`src/rtl/miriscv_instr_mem_responder.sv`:
```
// -----------------------------------------------------------------------------
// miriscv_instr_mem_responder
//
// Purpose: memory-side responder for the core's instruction fetch port. It
// accepts one fetch at a time, checks the byte address for alignment and range,
// reads a single-port synchronous instruction SRAM (with WAIT_STATES extra
// cycles before the read data is captured) and returns exactly one response per
// accepted request unless the request is flushed or reset.
//
// Handshake: instr_req_i is a level. It is sampled only while the FSM is IDLE
// and flush_i is low; that cycle is the accept cycle. The response is a single
// cycle strobe on instr_rvalid_o; instr_rdata_o and instr_err_o are meaningful
// only while instr_rvalid_o=1 and are forced to 0 otherwise. There is no
// backpressure on the response and never more than one request outstanding.
//
// Ports:
//   clk_i           in   clock, rising edge
//   arst_i          in   asynchronous reset, active high
//   instr_req_i     in   fetch request (level)
//   instr_addr_i    in   fetch byte address
//   instr_rvalid_o  out  one-cycle response strobe
//   instr_rdata_o   out  response data, 0 unless instr_rvalid_o
//   instr_err_o     out  access fault, 0 unless instr_rvalid_o
//   flush_i         in   abort the outstanding request, no response returned
//   mem_en_o        out  SRAM read enable, single-cycle pulse on accept
//   mem_addr_o      out  SRAM word index
//   mem_rdata_i     in   SRAM read data, valid the cycle after mem_en_o
//   busy_o          out  FSM is not IDLE
// -----------------------------------------------------------------------------
module miriscv_instr_mem_responder #(
    parameter int unsigned     XLEN            = 32,
    parameter int unsigned     MEM_DEPTH_WORDS = 1024,
    parameter logic [XLEN-1:0] BASE_ADDR       = '0,
    parameter int unsigned     WAIT_STATES     = 0
) (
    input  logic                               clk_i,
    input  logic                               arst_i,
    input  logic                               instr_req_i,
    input  logic [XLEN-1:0]                    instr_addr_i,
    output logic                               instr_rvalid_o,
    output logic [XLEN-1:0]                    instr_rdata_o,
    output logic                               instr_err_o,
    input  logic                               flush_i,
    output logic                               mem_en_o,
    output logic [$clog2(MEM_DEPTH_WORDS)-1:0] mem_addr_o,
    input  logic [31:0]                        mem_rdata_i,
    output logic                               busy_o
);

    localparam int unsigned     AW        = $clog2(MEM_DEPTH_WORDS);
    localparam logic [XLEN-1:0] MEM_BYTES = XLEN'(MEM_DEPTH_WORDS * 4);
    localparam logic [3:0]      WS        = 4'(WAIT_STATES);

    typedef enum logic [1:0] {
        ST_IDLE = 2'd0,
        ST_WAIT = 2'd1,
        ST_RESP = 2'd2
    } state_e;

    state_e          state_q, state_d;
    logic [3:0]      cnt_q, cnt_d;
    logic [XLEN-1:0] rdata_q, rdata_d;
    logic            err_q, err_d;

    logic [XLEN-1:0] offset;
    logic            addr_fault;
    logic            mem_en_c;
    logic            resp_fire;

    // Unsigned wrap-around makes addresses below BASE_ADDR land far above the
    // window, so a single compare covers both ends of the range.
    assign offset     = instr_addr_i - BASE_ADDR;
    assign addr_fault = (instr_addr_i[1:0] != 2'b00) || (offset >= MEM_BYTES);

    always_ff @(posedge clk_i or posedge arst_i) begin
        if (arst_i) begin
            state_q <= ST_IDLE;
            cnt_q   <= '0;
            rdata_q <= '0;
            err_q   <= 1'b0;
        end else begin
            state_q <= state_d;
            cnt_q   <= cnt_d;
            rdata_q <= rdata_d;
            err_q   <= err_d;
        end
    end

    always_comb begin
        state_d  = state_q;
        cnt_d    = cnt_q;
        rdata_d  = rdata_q;
        err_d    = err_q;
        mem_en_c = 1'b0;
        case (state_q)
            ST_IDLE: begin
                if (instr_req_i && !flush_i) begin
                    if (addr_fault) begin
                        rdata_d = '0;
                        err_d   = 1'b1;
                        state_d = ST_RESP;
                    end else begin
                        mem_en_c = 1'b1;
                        cnt_d    = WS;
                        state_d  = ST_WAIT;
                    end
                end
            end
            ST_WAIT: begin
                // Flush wins over a capture in the same cycle.
                if (flush_i) begin
                    state_d = ST_IDLE;
                end else if (cnt_q != 4'd0) begin
                    cnt_d = cnt_q - 4'd1;
                end else begin
                    rdata_d = XLEN'(mem_rdata_i);
                    err_d   = 1'b0;
                    state_d = ST_RESP;
                end
            end
            ST_RESP: begin
                state_d = ST_IDLE;
            end
            default: begin
                state_d = ST_IDLE;
            end
        endcase
    end

    // The response strobe is combinational so a flush in the RESP cycle can
    // still suppress it.
    assign resp_fire      = (state_q == ST_RESP) && !flush_i;
    assign instr_rvalid_o = resp_fire;
    assign instr_rdata_o  = resp_fire ? rdata_q : '0;
    assign instr_err_o    = resp_fire & err_q;

    // The enable is decoded from live inputs in IDLE, so it is gated by reset
    // to keep every output low while arst_i is asserted.
    assign mem_en_o   = mem_en_c && !arst_i;
    assign mem_addr_o = mem_en_o ? offset[2 +: AW] : '0;
    assign busy_o     = (state_q != ST_IDLE);

endmodule

```
`config.mk`:
```
export PLATFORM = sky130hd
export DESIGN_NAME = miriscv_instr_mem_responder
export DESIGN_NICKNAME = d
export VERILOG_FILES = /design/src/rtl/miriscv_instr_mem_responder.sv
export SDC_FILE = /design/constraint.sdc
export NUM_CORES = 1
export LEC_CHECK = 0
export BUFFER_PORTS_ARGS = -buffer_cell sky130_fd_sc_hd__buf_2
export CORE_ASPECT_RATIO = 2
export CORE_UTILIZATION = 31
export DETAILED_ROUTE_END_ITERATION = 8
export PLACE_DENSITY = 0.61
export SLEW_MARGIN = 10
export SYNTH_ARGS = -nofsm -noshare
export SYNTH_HDL_FRONTEND = slang
export SYNTH_SLANG_ARGS = --single-unit
```
`constraint.sdc`:
```
create_clock -name clk_i -period 4.81 [get_ports clk_i]
set_input_delay 0.2405 -clock clk_i [delete_from_list [all_inputs] [get_ports clk_i]]
set_output_delay 0.2405 -clock clk_i [all_outputs]
set_load 0.01 [all_outputs]
```
==> impl_metrics.yaml, run 1 <==
outcome:
  status: "complete, no violations"
synth:
  ys_warn_count: 0
  synth_top_cell_area_share_pct: 49.2
  synthArstFlopShare_pct: 100
  synth.cell_area_sq_mm: 0.00198
  synth_nets: 249
  synth_most_common_cell: "and2_1"
  ys_seq_elements: 39
  synth_cell_type_count: 35
  yosys.area.top_type: "dfrtp_1"
  synth_flop_cell: "dfrtp_1"
  synth_common_cells: "and2_1, dfrtp_1, a22o_1"
  synth_edf_count: 0
  syn_inst: 179
  synth_seq_area_share_pct: 49.2
  synth.top_cells.by_area: "dfrtp_1, a22o_1, and2_1, nor4_2, buf_6"
  syn_area_per_cell_sq_um: 11.1
sta:
  drv_slew: 0
  tns_ps: 0
  worst_pin_slew_ps: 697
  grt_setup_unrepaired: "no"
  max_freq_mhz: 448
  fin_crit_sh_pct: 46.4
  min_period_ps: 2230
  setup_viol: 0
  finalHoldViolations: 0
  finalClockSkew_ps: 3.99
  slew_headroom_pct: 53.1
flow_run:
  maxCapViolations: 0
clock_tree:
  htree_num_levels: 2
  cts.sinks: 39
  cts_tree: "done"
  worstSkewPairLatency_ps: 270
  cts_setup_buffers: 0
  cts_inserted_buffers: 5
  cts_hold_buf: 0
  cts-resized-gates: 0
  cts_root_buf: "clkbuf_16"
  clk_pin_slew_ps: 60
  cts.path.max_buffers: 2
critical_path:
  crit_buf_inv: 2
  worstPathArrival_ps: 2390
  path_delay_family: "compound AO/OA/AOI/OAI gates"
  slowest_delay_ps: 410
  critPathMaxFanout: 18
  cp_cell_sequence: "inv_1 -> ha_1 -> nor3b_1 -> o221a_2 -> o31ai_4 -> buf_4 -> a22o_1"
  criticalPathCategory: "reg -> reg"
  critPathSlowestCell: "dfrtp_1"
  worstSetupEndpointType: "flip-flop"
  cp-start-kind: "flip-flop"
  cp.required_ps: 4970
floorplanning:
  start_util_pct: 32.5
  dieArea_sq_mm: 0.00674
  pin_count: 114
  die_w_microns: 58.6
  core.rowCount: 40
  fp.coreArea_sq_mm: 0.00611
  die_y_microns: 115
route:
  drt_iter0_drc: 134
  dr.pass1.iters: 4
  drt.antenna.violating_nets: 0
  post_drt_wl_per_cell_microns: 12.8
  vias: 1777
  wl_microns: 4820
  vias_per_cell: 4.71
  drc: 0
global_route:
  grt_pass1_wl_microns: 7670
  grt_pass1_vias: 1730
  gr-total-overflow: 0
  grt_max_degree: 41
  antenna_found_initial: 0
  grt_use_total_pct: 14.9
placement:
  placed_cell_area_sq_mm: 0.00262
  dp_hpwl_microns: 3570
  gp_congestion: 0.731
  port_buffers: 113
  dp.cells: 369
final_layout:
  stdcell_area_sq_mm: 0.00278
  fin_cells: 377
  drive_gt1_share_pct: 46.1
  layout.nets: 362
  synthToLayoutAreaGrowth_pct: 40.2
  antenna_cells: 0
hold_path:
  hp-class: "in -> async"
power_and_ir_drop:
  power_density_mw_per_mm2: 260
  irDropWorstVdd_v: 0.000116
  p_leak_nw: 1.53
## final timing paths
check | start | endpoint | slack [ps] | depth (start not counted)
max | cnt_q[0] | rdata_q[11] | 2580 | 7
min | arst_i | err_q | 90 | 3
max reg2reg | cnt_q[0] | rdata_q[11] | 2580 | 7
min reg2reg | rdata_q[6] | rdata_q[6] | 490 | 1
max in group asynchronous | arst_i | state_q[0] | 4380 | 3
min in group clk_i | mem_rdata_i[20] | rdata_q[20] | 190 | 2
## cell usage in the layout (no fill, tap or decap), drive strengths merged
master    synthesis  layout
o22ai             2       2
clkbuf            4       7
nand2             2       2
nor4              6       6
a31oi             1       1
clkinvlp          0       1
a22o             32      32
or2               1       1
and3b             1       1
a21oi             1       1
nand3             1       1
o211ai            1       1
nor3b             2       2
nor2              3       3
o31ai             3       3
o31a              1       1
o21bai            1       1
or3b              1       1
o21ai             5       5
inv               7       7
and2             43      43
o221a             1       1
and3              1       1
nand2b            3       3
nor3              4       4
buf               7     117
mux2i             1       1
ha                2       2
nand3b            1       1
dfrtp            39      39
nand4             2       2
## power breakdown
group | leakage [nW] | internal [mW] | switching (mW)
combinational | 0.930 | 0.0256 | 0.0288
sequential | 0.523 | 0.329 | 0.000519
clock | 0.0761 | 0.220 | 0.120
## metal layers
layer | part of all wire [%] | track usage (%) | up-vias
met4 | 1.6 | 7.14 | 0
met5 | 0 | 0 | -
li1 | - | - | 872
met1 | 40 | 16.1 | 825
met2 | 53 | 28.0 | 76
met3 | 5.1 | 1.24 | 4
## sequential cells by signal, indices dropped and copies added (netlist names)
signal	count
cnt_q	4
err_q	1
rdata_q	32
state_q	2
## metrics by stage
| step | setup WS (ps) | total power [mW] | util, % | hold slack [ps] |
|---|---|---|---|---|
| after global routing | 2470 | 0.753 | 45.5 | 135 |
| after global placement | 2660 | 0.390 | 42.9 | 398 |
| final | 2580 | 0.723 | 45.5 | 88.8 |
| after CTS | 2580 | 0.735 | 45.5 | 104 |
| after detailed placement | 2600 | 0.390 | 42.9 | 394 |
| after floorplan | 2740 | 0.356 | - | 380 |
## tightest hold or removal path: stages
cell and delay [ps]:
buf_2 100, inv_1 40, buf_4 430
## cell families after synthesis
kind of cell | after synthesis | synth area share [%]
AND/OR/NAND/NOR | 71 | 24.0
AO/OA/AOI/OAI | 48 | 20.2
flip-flops | 39 | 49.2
buffers and inverters | 18 | 4.79
adder cells (fa/ha/maj) | 2 | 1.26
multiplexers | 1 | 0.505
## final cells by class
class / count / area (sq um)
Fill cell: 624 / 3330
Sequential cell: 39 / 976
Multi-Input combinational cell: 122 / 917
Timing Repair Buffer: 117 / 596
Clock buffer: 7 / 153
Tap cell: 84 / 105
Inverter: 7 / 26.3
Clock inverter: 1 / 7.51
(Power assumes the default switching activity.)
==> run 2: changes to the inputs <==
--- a/config.mk
+++ b/config.mk
@@ -9,7 +9,7 @@
 export CORE_ASPECT_RATIO = 2
 export CORE_UTILIZATION = 31
 export DETAILED_ROUTE_END_ITERATION = 8
-export PLACE_DENSITY = 0.61
+export PLACE_DENSITY = 0.63
 export SLEW_MARGIN = 10
 export SYNTH_ARGS = -nofsm -noshare
 export SYNTH_HDL_FRONTEND = slang
==> constraint.sdc (replaced) <==
create_clock -name clk_i -period 2.05 [get_ports clk_i]
set_input_delay 0.1025 -clock clk_i [delete_from_list [all_inputs] [get_ports clk_i]]
set_output_delay 0.1025 -clock clk_i [all_outputs]
set_load 0.01 [all_outputs]
==> impl_metrics.yaml, run 2 (synthesis results as in run 1) <==
sta:
  drv_slew: 0
  finalClockSkew_ps: 4.44
  timing.hold.ws_ps: -13.0
  tns_ps: 0
  fin_ws_ps: 146
  fin_crit_sh_pct: 92.9
  min_period_ps: 1900
  finalHoldViolations: 39
  max_freq_mhz: 525
  slew_headroom_pct: 51.5
  setup_viol: 0
  worst_pin_slew_ps: 720
  grt_setup_unrepaired: "no"
global_route:
  grt_max_degree: 40
  gr-total-overflow: 0
  grt_pass1_vias: 1726
  grt_use_total_pct: 15.2
  grt_pass1_wl_microns: 7820
  antenna_found_initial: 0
final_layout:
  top_regs: "rdata_q (32), cnt_q (4), state_q (2)"
  layout.nets: 363
  fin_util_pct: 46.3
  layout_common_cells: "buf_2, and2_1, dfrtp_1"
  antenna_cells: 0
  final_common_cell: "buf_2"
  largest_register_ff_count: 32
  stdcell_area_sq_mm: 0.00283
  synthToLayoutAreaGrowth_pct: 42.5
  top_register: "rdata_q"
  drive_gt1_share_pct: 46.6
  fillers: 624
power_and_ir_drop:
  intPower_mw: 1.41
  p_leak_nw: 1.55
  p_clk_share_pct: 48.9
  sw_frac_of_total_pct: 20.4
  switchingPower_mw: 0.360
  power_density_mw_per_mm2: 625
  irDropWorstVdd_v: 0.000298
  share_comb_of_total_power_pct: 7.4
  p_seq_share_pct: 43.7
floorplanning:
  die_y_microns: 115
  start_util_pct: 32.5
  fp.coreArea_sq_mm: 0.00611
  core.rowCount: 40
  die_w_microns: 58.6
  dieArea_sq_mm: 0.00674
  pin_count: 114
clock_tree:
  clk_pin_slew_ps: 60
  htree_num_levels: 2
  cts_inserted_buffers: 5
  worstSkewPairLatency_ps: 280
  cts_setup_buffers: 0
  cts_root_buf: "clkbuf_16"
  cts_tree: "done"
  cts.path.max_buffers: 2
  cts.sinks: 39
route:
  wl_microns: 4970
  wl_met3_microns: 257
  wl_met1_microns: 1950
  maxUsedRoutingLayer: "met4"
  drt.antenna.violating_nets: 0
  drt_iter0_drc: 81
  post_drt_wl_per_cell_microns: 13.1
  drc: 0
  vias: 1804
  vias_per_cell: 4.77
  wl_met2_microns: 2620
  dr.pass1.iters: 4
placement:
  dp_hpwl_microns: 3740
  placed_cell_area_sq_mm: 0.00265
  dp_slack_ps: 73.4
  gp_congestion: 0.774
  port_buffers: 113
critical_path:
  rrSetupSlack_ps: 150
  critPathMaxFanout: 33
  criticalPathCategory: "reg -> reg"
  reg2regPathDepth: 6
  cp.required_ps: 2170
  cp-start-kind: "flip-flop"
  worstSetupEndpointType: "flip-flop"
  worstPathArrival_ps: 2030
outcome:
  violations: "negative hold slack"
  status: "finished, violations left"
hold_path:
  hp-class: "in -> async"
flow_run:
  maxCapViolations: 0
## run 2: cell count changes in the layout (fill, tap and decap cells not counted), sizes merged
cell      delta
clkinv       +2
clkbuf       -2
buf          +1
clkinvlp     -1
bufinv       +1
## run 2: critical path, cell delays in order, from the launching register on
cell and delay, ps:
dfrtp_1 410, inv_1 130, ha_1 210, or3b_1 460, nor3_4 230, buf_12 210, o22ai_1 90
## run 2: final timing paths
path	from	end
hold reg to reg	rdata_q[0]	rdata_q[0]
setup reg to reg	cnt_q[0]	err_q
setup / recovery	cnt_q[0]	err_q
hold / removal	arst_i	rdata_q[5]
min in group clk_i	mem_rdata_i[11]	rdata_q[11]
max in group asynchronous	arst_i	rdata_q[4]
## run 2: metrics by stage
step                      cells  total power, mW
after floorplan             179            0.835
after global placement      370            0.918
after detailed placement    370            0.920
after CTS                   378             1.79
after global routing        378             1.82
final                       378             1.77
## run 2: layer usage
metal	up-vias	global-route usage [%]
li1	874	-
met2	87	27.4
met5	-	0
met1	835	16.6
met3	8	1.80
met4	0	8.73
## run 2: what timing repair did
| item | in CTS | in global routing |
|---|---|---|
| endpoints found under the setup margin | 0 | 13 |
| hold buffers | 0 | 0 |
| resized for setup | 0 | 1 |
## run 2: power by group through the flow
stage / combinational (mW) / clock (mW) / sequential, mW
final: 0.130 / 0.865 / 0.772
after global routing: 0.145 / 0.908 / 0.772
after CTS: 0.134 / 0.886 / 0.772
after detailed placement: 0.134 / 0 / 0.786
after global placement: 0.132 / 0 / 0.786
after floorplan: 0.0489 / 0 / 0.786
## run 2: cell type report
| class | count | area, sq um | area share (%) |
|---|---|---|---|
| tap | 84 | 105 | 3.72 |
| clock buffer | 5 | 125 | 4.43 |
| multi-input combinational | 122 | 922 | 32.6 |
| timing repair buffer | 118 | 628 | 22.2 |
| sequential | 39 | 976 | 34.5 |
| inverter | 7 | 26.3 | 0.930 |
| clock inverter | 3 | 43.8 | 1.55 |
==> run 3: changes to the inputs <==
--- a/config.mk
+++ b/config.mk
@@ -9,7 +9,6 @@
 export CORE_ASPECT_RATIO = 2
 export CORE_UTILIZATION = 31
 export DETAILED_ROUTE_END_ITERATION = 8
-export PLACE_DENSITY = 0.63
 export SLEW_MARGIN = 10
 export SYNTH_ARGS = -nofsm -noshare
 export SYNTH_HDL_FRONTEND = slang
==> impl_metrics.yaml, run 3 (synthesis results as in run 1) <==
placement:
  gp_congestion: 0.744
  placed_cell_area_sq_mm: 0.00266
  dp_hpwl_microns: 3650
  dp.cells: 371
  port_buffers: 113
critical_path:
  r2r-start: "cnt_q[0]"
  cp-start-kind: "flip-flop"
  worstPathArrival_ps: 2020
  cp.required_ps: 2180
  reg2regPathDepth: 6
  criticalPathCategory: "reg -> reg"
  critPathMaxFanout: 33
  timing.rr.end: "err_q"
  rrSetupSlack_ps: 150
  critPathLaunch: "cnt_q[0]"
  crit_end: "err_q"
  worstSetupEndpointType: "flip-flop"
final_layout:
  antenna_cells: 0
  fin_cells: 380
  stdcell_area_sq_mm: 0.00284
  top_regs: "rdata_q (32), cnt_q (4), state_q (2)"
  top_register: "rdata_q"
  layout.nets: 365
  drive_gt1_share_pct: 46.6
  largest_register_ff_count: 32
  final_common_cell: "buf_2"
  synthToLayoutAreaGrowth_pct: 43.4
  layout_common_cells: "buf_2, and2_1, dfrtp_1"
sta:
  tns_ps: 0
  setup_viol: 0
  max_freq_mhz: 527
  grt_setup_unrepaired: "no"
  min_period_ps: 1900
  finalHoldViolations: 0
  worst_pin_slew_ps: 662
  slew_headroom_pct: 55.4
  fin_crit_sh_pct: 92.5
  finalClockSkew_ps: 5.09
  drv_slew: 0
route:
  vias: 1818
  drt_iter0_drc: 79
  dr.pass1.iters: 4
  post_drt_wl_per_cell_microns: 13.1
  drt.antenna.violating_nets: 0
  wl_microns: 4970
  drc: 0
  vias_per_cell: 4.78
hold_path:
  hp-class: "in -> reg"
power_and_ir_drop:
  power_density_mw_per_mm2: 624
  p_leak_nw: 1.56
  irDropWorstVdd_v: 0.000343
global_route:
  antenna_found_initial: 0
  grt_pass1_wl_microns: 7690
  gr-total-overflow: 0
  grt_use_total_pct: 14.9
  grt_max_degree: 40
  grt_pass1_vias: 1708
floorplanning:
  die_y_microns: 115
  fp.coreArea_sq_mm: 0.00611
  core.rowCount: 40
  dieArea_sq_mm: 0.00674
  pin_count: 114
  start_util_pct: 32.5
  die_w_microns: 58.6
outcome:
  status: "complete, no violations"
clock_tree:
  cts_root_buf: "clkbuf_16"
  cts.path.max_buffers: 2
  cts_inserted_buffers: 5
  cts.sinks: 39
  cts_tree: "done"
  worstSkewPairLatency_ps: 280
  clk_pin_slew_ps: 60
  htree_num_levels: 2
flow_run:
  maxCapViolations: 0
## run 3: worst max-delay path: stages, from the launching register on
cell     delay [ps]
dfrtp_1         400
inv_1           130
ha_1            220
or3b_1          460
nor3_4          230
buf_12          220
o22ai_1          90
## run 3: cell type report
class | count | area [sq um]
Clock buffer | 5 | 125
Clock inverter | 3 | 43.8
Fill cell | 617 | 3260
Inverter | 7 | 26.3
Multi-Input combinational cell | 122 | 922
Sequential cell | 39 | 976
Tap cell | 84 | 105
Timing Repair Buffer | 120 | 646
## run 3: where the power goes
group	switching, mW	total (mW)	internal, mW	leakage [nW]
combinational	0.0690	0.134	0.0648	0.954
clock	0.297	0.870	0.573	0.0838
sequential	0.00101	0.772	0.771	0.523
## run 3: worst min-delay path by stage
stage	startpoint	slack, ps	to	cells past startpoint
finish	mem_rdata_i[9]	40	rdata_q[9]	2
detailed placement	arst_i	300	rdata_q[20]	3
floorplan	mem_rdata_i[17]	240	rdata_q[17]	1
global placement	arst_i	310	state_q[1]	3
global route	mem_rdata_i[6]	50	rdata_q[6]	2
CTS	mem_rdata_i[9]	40	rdata_q[9]	2
## run 3: layer usage
layer | global-route usage [%] | vias up | share of wire, %
li1 | - | 881 | -
met1 | 16.7 | 842 | 39
met2 | 27.8 | 90 | 54
met3 | 0.900 | 5 | 5.1
met4 | 6.67 | 0 | 2.0
met5 | 0 | - | 0
## run 3: stage by stage
stage                     hold slack, ps  setup slack, ps  util [%]  power (mW)
after floorplan                      242              256         -       0.835
after global placement               308              181      43.6       0.920
after detailed placement             296             91.1      43.6       0.921
after CTS                           39.4             51.4      46.5        1.80
after global routing                47.8             51.9      46.6        1.84
final                               43.5              153      46.6        1.78
## run 3: repair_timing
| action | CTS | global route |
|---|---|---|
| endpoints found under the hold margin | 18 | 0 |
| endpoints found under the setup margin | 0 | 32 |
| buffers inserted | 0 | 0 |
| hold buffers | 1 | 0 |
| resized for setup | 0 | 1 |
